## src/rtl/uart_write_pack_pkg.sv

```systemverilog
`default_nettype none
// ============================================================================
// uart_write_pack_pkg : shared DDR word geometry and write-pack FSM encoding
// Rev 1.0
// ============================================================================
package uart_write_pack_pkg;

  localparam int DDR_DATA_W = 256;
  localparam int DDR_NBYTES = DDR_DATA_W / 8;

  // Byte 0 of a word (first byte on the wire) lands in bits [7:0].
  localparam bit BYTE0_AT_LSB = 1'b1;

  typedef enum logic [0:0] {
    ST_FILL = 1'b0,
    ST_FULL = 1'b1
  } fill_state_t;

endpackage
`default_nettype wire

```

## src/rtl/uart_write_pack_if.sv

```systemverilog
`default_nettype none
// ============================================================================
// uart_write_pack_if : UART byte input and AXI write-word output handshakes
// Rev 1.0
// ============================================================================
interface uart_write_pack_if
  import uart_write_pack_pkg::*;
#(
  parameter int DATA_W = DDR_DATA_W
);

  logic [7:0]        i_byte;
  logic              i_byte_valid;
  logic              o_byte_ready;
  logic [DATA_W-1:0] o_wr_data;
  logic              o_wr_valid;
  logic              i_wr_ready;

  modport master (
    output i_byte, i_byte_valid, i_wr_ready,
    input  o_byte_ready, o_wr_data, o_wr_valid
  );

  modport slave (
    input  i_byte, i_byte_valid, i_wr_ready,
    output o_byte_ready, o_wr_data, o_wr_valid
  );

endinterface
`default_nettype wire

```

## src/rtl/uart_wr_slot.sv

```systemverilog
`default_nettype none
// ============================================================================
// uart_wr_slot : single-entry valid/ready holding register for finished words
// Rev 1.0
// ============================================================================
module uart_wr_slot
  import uart_write_pack_pkg::*;
#(
  parameter int DATA_W = DDR_DATA_W
)(
  input  logic              clk,
  input  logic              rst,
  input  logic              i_load,
  input  logic [DATA_W-1:0] i_load_data,
  input  logic              i_wr_ready,
  output logic              o_wr_valid,
  output logic [DATA_W-1:0] o_wr_data,
  output logic              o_free
);

  // Free when empty or when the held word leaves at this edge.
  assign o_free = !o_wr_valid || i_wr_ready;

  always_ff @(posedge clk or posedge rst) begin
    if (rst) begin
      o_wr_valid <= 1'b0;
      o_wr_data  <= '0;
    end else if (i_load) begin
      o_wr_valid <= 1'b1;
      o_wr_data  <= i_load_data;
    end else if (i_wr_ready) begin
      o_wr_valid <= 1'b0;
    end
  end

endmodule
`default_nettype wire

```

## src/rtl/uart_write_pack.sv

```systemverilog
`default_nettype none
// ============================================================================
// uart_write_pack : packs UART bytes into DDR words, double-buffered output
// Rev 1.0
// ============================================================================
module uart_write_pack
  import uart_write_pack_pkg::*;
#(
  parameter  int DATA_W = DDR_DATA_W,
  parameter  int CNT_W  = 16,
  localparam int NBYTES = DATA_W / 8,
  localparam int IDX_W  = $clog2(NBYTES)
)(
  input  logic              Axi0Clk,
  input  logic              rst,
  input  logic              i_clr,
  uart_write_pack_if.slave  bus,
  output logic [IDX_W-1:0]  o_byte_cnt,
  output logic [CNT_W-1:0]  o_word_cnt,
  output logic              o_overflow
);

  fill_state_t       r_state;
  logic              r_byte_ready;
  logic [DATA_W-1:0] r_acc;
  logic [IDX_W-1:0]  r_idx;
  logic              r_overflow;
  logic [CNT_W-1:0]  r_word_cnt;

  logic [DATA_W-1:0] w_acc_next;
  logic [IDX_W-1:0]  w_lane;
  logic              w_accept;
  logic              w_last;
  logic              w_load;
  logic [DATA_W-1:0] w_load_data;
  logic              w_slot_free;
  logic              w_wr_valid;
  logic [DATA_W-1:0] w_wr_data;
  logic              w_handshake;

  assign w_accept    = bus.i_byte_valid && r_byte_ready && !i_clr;
  assign w_last      = w_accept && (r_idx == IDX_W'(NBYTES - 1));
  assign w_lane      = BYTE0_AT_LSB ? r_idx : (IDX_W'(NBYTES - 1) - r_idx);
  assign w_handshake = w_wr_valid && bus.i_wr_ready;

  always_comb begin
    w_acc_next = r_acc;
    w_acc_next[int'(w_lane) * 8 +: 8] = bus.i_byte;
  end

  // A clear in FULL discards the parked word, so it must not reach the slot.
  assign w_load      = (r_state == ST_FILL) ? (w_last && w_slot_free)
                                            : (w_slot_free && !i_clr);
  assign w_load_data = (r_state == ST_FILL) ? w_acc_next : r_acc;

  uart_wr_slot #(
    .DATA_W (DATA_W)
  ) u_slot (
    .clk         (Axi0Clk),
    .rst         (rst),
    .i_load      (w_load),
    .i_load_data (w_load_data),
    .i_wr_ready  (bus.i_wr_ready),
    .o_wr_valid  (w_wr_valid),
    .o_wr_data   (w_wr_data),
    .o_free      (w_slot_free)
  );

  always_ff @(posedge Axi0Clk or posedge rst) begin
    if (rst) begin
      r_state      <= ST_FILL;
      r_byte_ready <= 1'b1;
      r_acc        <= '0;
      r_idx        <= '0;
    end else if (i_clr) begin
      r_state      <= ST_FILL;
      r_byte_ready <= 1'b1;
      r_acc        <= '0;
      r_idx        <= '0;
    end else begin
      case (r_state)
        ST_FILL: begin
          if (w_accept) begin
            r_acc <= w_acc_next;
            r_idx <= w_last ? '0 : r_idx + 1'b1;
            if (w_last && !w_slot_free) begin
              r_state      <= ST_FULL;
              r_byte_ready <= 1'b0;
            end
          end
        end
        ST_FULL: begin
          if (w_slot_free) begin
            r_state      <= ST_FILL;
            r_byte_ready <= 1'b1;
          end
        end
        default: begin
          r_state      <= ST_FILL;
          r_byte_ready <= 1'b1;
        end
      endcase
    end
  end

  always_ff @(posedge Axi0Clk or posedge rst) begin
    if (rst) begin
      r_overflow <= 1'b0;
    end else if (i_clr) begin
      r_overflow <= 1'b0;
    end else if (bus.i_byte_valid && !r_byte_ready) begin
      r_overflow <= 1'b1;
    end
  end

  always_ff @(posedge Axi0Clk or posedge rst) begin
    if (rst) begin
      r_word_cnt <= '0;
    end else if (w_handshake) begin
      r_word_cnt <= r_word_cnt + 1'b1;
    end
  end

  assign bus.o_byte_ready = r_byte_ready;
  assign bus.o_wr_valid   = w_wr_valid;
  assign bus.o_wr_data    = w_wr_data;
  assign o_byte_cnt       = (r_state == ST_FILL) ? r_idx : '0;
  assign o_word_cnt       = r_word_cnt;
  assign o_overflow       = r_overflow;

endmodule
`default_nettype wire

```

## src/flat_wrapper.sv

```systemverilog
// flat-port wrapper written by rule: the top's interface ports become plain ports
module uart_write_pack_flat import uart_write_pack_pkg::*;
#(
  parameter  int DATA_W = DDR_DATA_W,
  parameter  int CNT_W  = 16,
  localparam int NBYTES = DATA_W / 8,
  localparam int IDX_W  = $clog2(NBYTES)
)
  (Axi0Clk, rst, i_clr, o_byte_cnt, o_word_cnt, o_overflow, bus_i_byte, bus_i_byte_valid, bus_i_wr_ready, bus_o_byte_ready, bus_o_wr_data, bus_o_wr_valid);
  uart_write_pack_if #(.DATA_W(DATA_W)) bus_i ();
  input  logic Axi0Clk;
  input  logic rst;
  input  logic i_clr;
  output logic [IDX_W-1:0] o_byte_cnt;
  output logic [CNT_W-1:0] o_word_cnt;
  output logic o_overflow;
  input wire logic [$bits(bus_i.i_byte)-1:0] bus_i_byte;
  input wire logic [$bits(bus_i.i_byte_valid)-1:0] bus_i_byte_valid;
  input wire logic [$bits(bus_i.i_wr_ready)-1:0] bus_i_wr_ready;
  output wire logic [$bits(bus_i.o_byte_ready)-1:0] bus_o_byte_ready;
  output wire logic [$bits(bus_i.o_wr_data)-1:0] bus_o_wr_data;
  output wire logic [$bits(bus_i.o_wr_valid)-1:0] bus_o_wr_valid;
  assign bus_i.i_byte = bus_i_byte;
  assign bus_i.i_byte_valid = bus_i_byte_valid;
  assign bus_i.i_wr_ready = bus_i_wr_ready;
  assign bus_o_byte_ready = bus_i.o_byte_ready;
  assign bus_o_wr_data = bus_i.o_wr_data;
  assign bus_o_wr_valid = bus_i.o_wr_valid;
  uart_write_pack #(.DATA_W(DATA_W), .CNT_W(CNT_W)) u_core (.Axi0Clk(Axi0Clk), .rst(rst), .i_clr(i_clr), .bus(bus_i), .o_byte_cnt(o_byte_cnt), .o_word_cnt(o_word_cnt), .o_overflow(o_overflow));
endmodule
```

## config.mk

```make
export PLATFORM = sky130hd
export DESIGN_NAME = uart_write_pack_flat
export DESIGN_NICKNAME = d
export VERILOG_FILES = /design/src/rtl/uart_write_pack_pkg.sv /design/src/rtl/uart_write_pack_if.sv /design/src/rtl/uart_wr_slot.sv /design/src/rtl/uart_write_pack.sv /design/src/flat_wrapper.sv
export SDC_FILE = /design/constraint.sdc
export NUM_CORES = 1
export LEC_CHECK = 0
export ABC_AREA = 1
export ABC_CLOCK_PERIOD_IN_PS = 27200
export CORE_ASPECT_RATIO = 0.9
export CORE_MARGIN = 10
export CORE_UTILIZATION = 61
export DETAILED_ROUTE_END_ITERATION = 12
export GPL_TIMING_DRIVEN = 0
export MAX_ROUTING_LAYER = met4
export PLACE_DENSITY_LB_ADDON = 0.2
export SYNTH_ARGS = -nofsm -noshare
export SYNTH_HDL_FRONTEND = slang
export SYNTH_SLANG_ARGS = --single-unit
```

## constraint.sdc

```tcl
create_clock -name Axi0Clk -period 27.2 [get_ports Axi0Clk]
set_clock_uncertainty 0.2 [all_clocks]
set_input_delay 4.08 -clock Axi0Clk [delete_from_list [all_inputs] [get_ports Axi0Clk]]
set_output_delay 4.08 -clock Axi0Clk [all_outputs]
set_load 0.01 [all_outputs]
```

# After elaboration in Yosys (flattened, before gate mapping)
# Cells that the tools add are included.
# op_classes
n_addsub	3
n_reduce_logical	18
shift	2
n_eq_ne	5
bitwise_logic	1
muxes	25
# op_table
operator	n
256-bit two-way mux	4
256-bit bitwise mux	1
8-bit by 33-bit variable shift with 256-bit output (first input constant)	1
8-bit by 33-bit variable part select with 256-bit output	1
8-bit negation with 33-bit output	1
5-bit two-way mux	5
16-bit by 1-bit adder with 16-bit output (second input constant)	1
1-bit two-way mux	13
1-bit logical AND	8
3-bit inequality test (second input constant)	2
2-bit nonzero test	3
5-bit by 1-bit adder with 5-bit output (second input constant)	1
5-bit equality test (second input constant)	1
1-bit logical NOT	4
1-bit one-hot mux with 2 select lines	2
3-bit by 2-bit inequality test with 1-bit output (second input constant)	1
3-bit AND reduction	1
2-bit inequality test (second input constant)	1
2-bit AND reduction	1
1-bit logical OR	1
1-bit NOT	1
# totals
elab_cells	62
inputBits	13
output_inout_bits	280
reg_bits	537

# Logic depth before layout (Yosys ltp)
# Gate-level depths: netlist of the first run.
# depth
depth_word	8
ltp_mapped	15
mapped_depth_nobuf	13

# Cells and area by module
# From an unflattened synthesis of the first run, not the netlist that was laid out.
# hier_totals
hier_cells	3893
hier_area_um2	27909.3
# by_module_without_submodules
module	area_per_inst_um2	n_inst	seq_area_each_um2	cells_each
uart_write_pack	18096.1	1	7008.0	2806
uart_wr_slot	9813.2	1	6431.2	1087

# Worst setup path after synthesis of the first run
# OpenSTA, ideal clock, no wires.
# synth_path
kind	input port to flip-flop
start	input port bus_i_byte_valid
end	register u_core.u_slot.o_wr_data[246]
arrival_ns	5.390
path_slack_ns	21.479
setup_ns	0.131
required_ns	26.869
path_buffers	2
path_stages	11
path_cell_list	nand2_1 > nor2_1 > nand2_1 > o21ai_0 > inv_1 > nor2_1 > inv_1 > clkbuf_1 > clkbuf_1 > a21oi_1 > a21oi_1
# synth_between
elab_chain_cells	5
# synth_lines
element	line	source
start: declaration	flat_wrapper.sv:18	input wire logic [$bits(bus_i.i_byte_valid)-1:0] bus_i_byte_valid;
1-bit logical AND (2 in a row)	uart_write_pack.sv:41	assign w_accept = bus.i_byte_valid && r_byte_ready && !i_clr;
1-bit logical AND	uart_write_pack.sv:42	assign w_last = w_accept && (r_idx == IDX_W'(NBYTES - 1));
1-bit logical AND	uart_write_pack.sv:52	assign w_load = (r_state == ST_FILL) ? (w_last && w_slot_free)
1-bit two-way mux	uart_write_pack.sv:52	
end signal: assignment	uart_wr_slot.sv:30	o_wr_data <= i_load_data;
end: declaration	uart_wr_slot.sv:17	output logic [DATA_W-1:0] o_wr_data,
# Every way passes these cells.
# A chain may end at the register's enable or synchronous reset.

# Worst setup path in the final report of the first run
# layout_path
start	register u_core.r_state
end	output port o_byte_cnt[4]
# layout_between
elab_chain_cells	1
# layout_lines
element	line	source
start: declaration	uart_write_pack.sv:23	fill_state_t r_state;
start signal: assignment	uart_write_pack.sv:71	r_state <= ST_FILL;
start signal: assignment	uart_write_pack.sv:76	r_state <= ST_FILL;
start signal: assignment	uart_write_pack.sv:87	r_state <= ST_FULL;
5-bit two-way mux	uart_write_pack.sv:127	assign o_byte_cnt = (r_state == ST_FILL) ? r_idx : '0;
end: declaration	flat_wrapper.sv:14	output logic [IDX_W-1:0] o_byte_cnt;
# Every way passes these cells.

==> results.json, run 1 <==
{
  "ys_types": 29,
  "rsz0062_at_grt": "no",
  "worst_pin_slew_ps": 1460,
  "dp.cells": 3973,
  "ys_ff_latch": 537,
  "instances_no_fill": 4074,
  "use_met2_pct": 62.2,
  "slew_viol_final": 0,
  "hp-class": "reg -> reg",
  "vias": 27200,
  "post_cts_buffers": 0,
  "core_area_sq_um": 40900,
  "internal_power_uw": 1380,
  "fmax_mhz": 128,
  "required_ps": 22920,
  "clockRootBuffer": "clkbuf_16",
  "grt_pass1_vias": 26100,
  "die-width_um": 235,
  "cap_violations": 0,
  "yosys_warnings": 0,
  "cts_tree": "built",
  "relSlewSlack_pct": 2.41,
  "synth_fp_nets": 3155,
  "swShare_pct": 27.5,
  "die_h_um": 214,
  "worstPathMaxFanout": 10,
  "synth-seq-area-share_pct": 52.8,
  "outcome": "finished clean",
  "clk_transition_reported_paths_ps": 70,
  "grt_max_degree": 137,
  "grt_overflow_total": 0,
  "power_uw": 1910,
  "gp_congestion": 1.04,
  "num_io_pins": 293,
  "p_switching_uw": 524,
  "synth_edf_count": 0,
  "holdBufCountCts": 0,
  "mostFrequentLayoutCell": "a21oi_1",
  "rows": 70,
  "ant_nets": 0,
  "post-dp-hpwl_mm": 76.2,
  "ys_async_sr_fraction_pct": 100,
  "cp.arrival_ps": 3560,
  "crit_type": "reg -> out",
  "period_minus_slack_ps": 7840,
  "grt_first_pass_wirelength_mm": 159,
  "nets": 3504,
  "dr.pass1.iters": 9,
  "pwr-share-comb_pct": 13.4,
  "hold_violations": 0,
  "syn_to_final_growth_pct": 21.7,
  "via_per_inst": 6.68,
  "cts_buffers": 51,
  "power.density_nw_per_um2": 61.5,
  "post-place-ws_ps": 19640,
  "htreeDepth": 2,
  "synth.avg_cell_area_sq_um": 8.11,
  "most-common-layout-cells": "548 x a21oi_1, 536 x dfrtp_1, 404 x nand2_1, 311 x nor2_1, 311 x nand3_1",
  "setup_violations": 0,
  "drt-initial-drc-count": 4841,
  "clockBufferDepth": 3,
  "grt_usage_pct": 42.5,
  "p_leak_uw": 0.0140,
  "peakVddDrop_mv": 0.0634,
  "wire_per_inst_um": 26.3,
  "fin_setup_tns_ps": 0,
  "p_seq_share_pct": 45.3,
  "stdcell_area_sq_um": 31000,
  "clk_latency_ps": 620,
  "synth_ff_type": "dfrtp_1",
  "routed_wl_mm": 107,
  "pwr-share-clk_pct": 41.3,
  "netlist_instances": 3137,
  "initial_core_util_pct": 62.2,
  "cp-end-kind": "output pin",
  "placed_cell_area_sq_um": 29200,
  "drc": 0,
  "fin_crit_sh_pct": 28.8,
  "grtUsageMet3_pct": 12.7,
  "antenna_found_initial": 6,
  "start_kind": "flip-flop",
  "netlist_area_sq_um": 25500,
  "drive_above_1_share_pct": 3.26,
  "busiest_layer": "met2",
  "portBuffers": 292,
  "cts.repair.resized": 0,
  "layout_setup_ws_ps": 19360,
  "met1_usage_pct": 53.3,
  "die_area_sq_um": 50300,
  "clock-sinks": 537
}
-- state kept, by name, indices dropped and copies added (netlist names) --
name / cells
u_core.r_acc: 256
u_core.u_slot.o_wr_data: 256
u_core.o_word_cnt: 16
u_core.r_idx: 5
u_core.bus.o_byte_ready: 1
u_core.o_overflow: 1
u_core.r_state: 1
u_core.u_slot.o_wr_valid: 1
-- stage by stage --
stage,hold slack [ps],util (%)
after floorplan,270,-
after global placement,262,71.0
after detailed placement,265,71.3
after CTS,307,75.7
after global routing,317,75.7
final,302,75.7
-- synth_stat cells, types with 3 or more instances --
library cell,count,area [sq um]
nand4_1,91,569
inv_1,305,1140
ha_1,5,62.6
xnor2_1,6,52.6
nor3_1,24,120
nor2_1,311,1170
clkbuf_1,186,698
buf_2,12,60.1
buf_1,37,139
xor2_1,8,70.1
o21ai_1,16,80.1
a21oi_1,548,2740
o22ai_1,178,1110
o211ai_1,38,285
nor2_2,7,43.8
nand3_1,311,1560
inv_2,3,11.3
nand2_1,404,1520
o21ai_0,100,500
dfrtp_1,536,13400
clkinv_1,3,11.3
-- final timing paths --
kind	start	endpoint	slack (ps)	depth (start not counted)
min in group asynchronous	rst	u_core.u_slot.o_wr_data[113]$_DFFE_PP0P_	3680	2
worst max-delay path	u_core.r_state$_DFF_PP0_	o_byte_cnt[4]	19360	5
worst min-delay path	u_core.o_word_cnt[15]$_DFFE_PP0P_	u_core.o_word_cnt[15]$_DFFE_PP0P_	300	1
worst min register to register	u_core.o_word_cnt[15]$_DFFE_PP0P_	u_core.o_word_cnt[15]$_DFFE_PP0P_	300	1
max in group asynchronous	rst	u_core.r_acc[34]$_DFFE_PP0P_	21600	4
worst max register to register	u_core.r_idx[0]$_DFFE_PP0P_	u_core.r_acc[37]$_DFFE_PP0P_	22620	10
-- logic make-up after synthesis --
| group | after synthesis | share of synthesized area (%) |
|---|---|---|
| flip-flops | 537 | 52.8 |
| multiplexers | 1 | 0.0442 |
| AND/OR/NAND/NOR | 1151 | 19.6 |
| adder cells (fa/ha/maj) | 5 | 0.246 |
| AO/OA/AOI/OAI | 882 | 18.6 |
| buffers and inverters | 546 | 8.11 |
| XOR/XNOR | 15 | 0.546 |
-- routing by layer --
layer | routed length (um) | vias to the layer above | share of wire [%]
li1 | - | 11400 | -
met3 | 15200 | 536 | 14
met2 | 46400 | 2464 | 43
met1 | 39000 | 12800 | 36
met5 | 0 | - | 0
met4 | 6600 | 0 | 6.2
-- worst max-delay path: stages, from the launching register on --
cell	delay (ps)
dfrtp_1	330
clkbuf_1	370
clkbuf_1	920
clkbuf_1	550
nor2_1	210
clkdlybuf4s50_1	540
-- power by group through the flow --
stage | Combinational, uW | Clock (uW) | Sequential [uW]
2_1_floorplan | 98.2 | 0 | 885
3_3_place_gp | 240 | 0 | 876
3_5_place_dp | 247 | 0 | 875
4_1_cts | 250 | 775 | 861
5_1_grt | 269 | 810 | 864
6_report | 255 | 787 | 863
-- layout make-up --
| cell class | instances | area, sq um |
|---|---|---|
| buffer | 235 | 897 |
| antenna | 7 | 17.5 |
| multi-input combinational | 2054 | 9950 |
| inverter | 311 | 1170 |
| clock buffer | 73 | 1480 |
| fill | 2734 | 9920 |
| timing repair buffer | 296 | 3030 |
| sequential | 537 | 13400 |
| tap | 540 | 676 |
| clock inverter | 21 | 314 |
(Power assumes the default switching activity.)
==> run 2: changes to the inputs <==
Settings changed: ABC_CLOCK_PERIOD_IN_PS 27200 to 8100, CORE_UTILIZATION 61 to 57.
Clock period 27.2 ns to 8.1 ns, I/O delays scaled along.
==> run 2 against run 1 <==
The run now ends with capacitance limit, slew limit left. Combinational power rose to 3.4 times the previous value. Hold slack worse by 23 ps. Worst setup slack worse by 16000 ps. Die area up 6.4%. Largest cell class unchanged. Sequential power rose to 3.4 times the previous value. First-iteration DRC count down 17%. Highest routed layer unchanged. Via count down 3.0%. Power rose to 3.3 times the previous value. Design area up 0.87%.
==> results.json, run 2 (same netlist as run 1, synthesis figures left out) <==
{
  "outcome": "complete, but fails checks",
  "violations": "capacitance limit, slew limit",
  "grt_pass1_vias": 25600,
  "clockRootBuffer": "clkbuf_16",
  "reg2reg_from": "u_core.r_idx[0]$_DFFE_PP0P_",
  "num_io_pins": 293,
  "grt_usage_pct": 39.8,
  "cp-end-kind": "flip-flop",
  "most-common-layout-cells": "548 x a21oi_1, 536 x dfrtp_1, 404 x nand2_1, 311 x nor2_1, 311 x nand3_1",
  "fillers": 3381,
  "period_minus_slack_ps": 5030,
  "gp_congestion": 1.05,
  "grt_max_degree": 46,
  "setup_violations": 0,
  "hp-class": "reg -> reg",
  "power.density_nw_per_um2": 204,
  "p_leak_uw": 0.0141,
  "p_switching_uw": 1750,
  "clk_latency_ps": 610,
  "portBuffers": 292,
  "slew_viol_final": 11,
  "dr.pass1.iters": 6,
  "pwr-share-comb_pct": 13.6,
  "cp.arrival_ps": 5290,
  "fin_crit_sh_pct": 62.2,
  "cts_tree": "built",
  "syn_to_final_growth_pct": 22.8,
  "rsz0062_at_grt": "no",
  "whs_ps": 278,
  "via_per_inst": 6.36,
  "drc": 0,
  "htreeDepth": 2,
  "mostFrequentLayoutCell": "a21oi_1",
  "antenna_found_initial": 4,
  "post-dp-hpwl_mm": 77.7,
  "ant_nets": 0,
  "worstPathMaxFanout": 10,
  "grt_overflow_total": 0,
  "die-width_um": 243,
  "fin_util_pct": 70.8,
  "min_from": "u_core.o_word_cnt[15]$_DFFE_PP0P_",
  "core_area_sq_um": 44100,
  "pwr-share-clk_pct": 40.8,
  "clk_transition_reported_paths_ps": 70,
  "drt-initial-drc-count": 4021,
  "peakVddDrop_mv": 0.161,
  "clock-sinks": 537,
  "die_h_um": 220,
  "internal_power_uw": 4610,
  "fmax_mhz": 199,
  "cts_buffers": 53,
  "post_cts_buffers": 0,
  "holdBufCountCts": 0,
  "routed_wl_mm": 106,
  "drive_above_1_share_pct": 3.67,
  "initial_core_util_pct": 57.7,
  "grt_first_pass_wirelength_mm": 157,
  "cts.repair.resized": 0,
  "crit_start": "u_core.r_idx[0]$_DFFE_PP0P_",
  "wire_per_inst_um": 25.6,
  "die_area_sq_um": 53500,
  "rows": 73,
  "relSlewSlack_pct": -9.55,
  "nets": 3517,
  "swShare_pct": 27.5,
  "required_ps": 8350,
  "clockBufferDepth": 3,
  "crit_type": "reg -> reg",
  "hold_violations": 0,
  "cap_violations": 1,
  "start_kind": "flip-flop",
  "p_seq_share_pct": 45.5,
  "vias": 26400,
  "worst_pin_slew_ps": 1640
}
-- run 2: area by class of cell --
cell class                      instances  area, sq um  share of cell area, %
Tap cell                              600          751                   2.40
Sequential cell                       537        13400                   43.0
Buffer                                235          897                   2.87
Clock inverter                         21          250                  0.801
Antenna cell                            5         12.5                 0.0400
Multi-Input combinational cell       2054         9950                   31.8
Inverter                              311         1170                   3.75
Timing Repair Buffer                  307         3220                   10.3
Clock buffer                           77         1560                   4.99
-- run 2: through the flow --
step / worst slack (ps) / total power (uW) / area [sq um] / setup TNS [ps] / cells
global route: 3070 / 6530 / 31200 / 0 / 4146
finish: 3070 / 6360 / 31300 / 0 / 4147
detailed placement: 3240 / 3780 / 29400 / 0 / 4044
CTS: 3400 / 6330 / 31200 / 0 / 4142
floorplan: -616 / 3300 / 25500 / -330280 / 3137
global placement: -3730 / 3760 / 29100 / -1946630 / 4029
-- run 2: worst paths after layout --
check | endpoint | slack, ps | depth (start not counted)
max | u_core.r_acc[160]$_DFFE_PP0P_ | 3070 | 10
min | u_core.o_word_cnt[15]$_DFFE_PP0P_ | 280 | 1
max reg2reg | u_core.r_acc[160]$_DFFE_PP0P_ | 3070 | 10
min reg2reg | u_core.o_word_cnt[15]$_DFFE_PP0P_ | 280 | 1
max in group asynchronous | u_core.r_acc[36]$_DFFE_PP0P_ | 4840 | 8
min in group asynchronous | u_core.o_word_cnt[1]$_DFFE_PP0P_ | 930 | 2
-- run 2: routing by layer --
layer  up-vias  wire length, um  track usage, %
li1      11400                -               -
met1     12700            40700            50.5
met2      1943            46000            57.7
met3       376            14000            12.4
met4         0             5450            18.6
met5         -                0               -
-- run 2: critical path, cell delays in order (launching register included) --
cell	delay, ps
dfrtp_1	470
inv_2	150
clkbuf_1	470
ha_1	350
nor2_1	220
clkinv_1	310
nor3_2	1080
clkbuf_1	780
nand4_1	430
nand3_1	270
o22ai_1	120
-- run 2: power groups by stage --
| stage | Clock (uW) | Combinational (uW) | Sequential (uW) |
|---|---|---|---|
| after detailed placement | 0 | 843 | 2940 |
| after global placement | 0 | 815 | 2940 |
| after floorplan | 0 | 330 | 2970 |
| after global routing | 2700 | 918 | 2910 |
| final | 2600 | 866 | 2900 |
| after CTS | 2590 | 850 | 2890 |
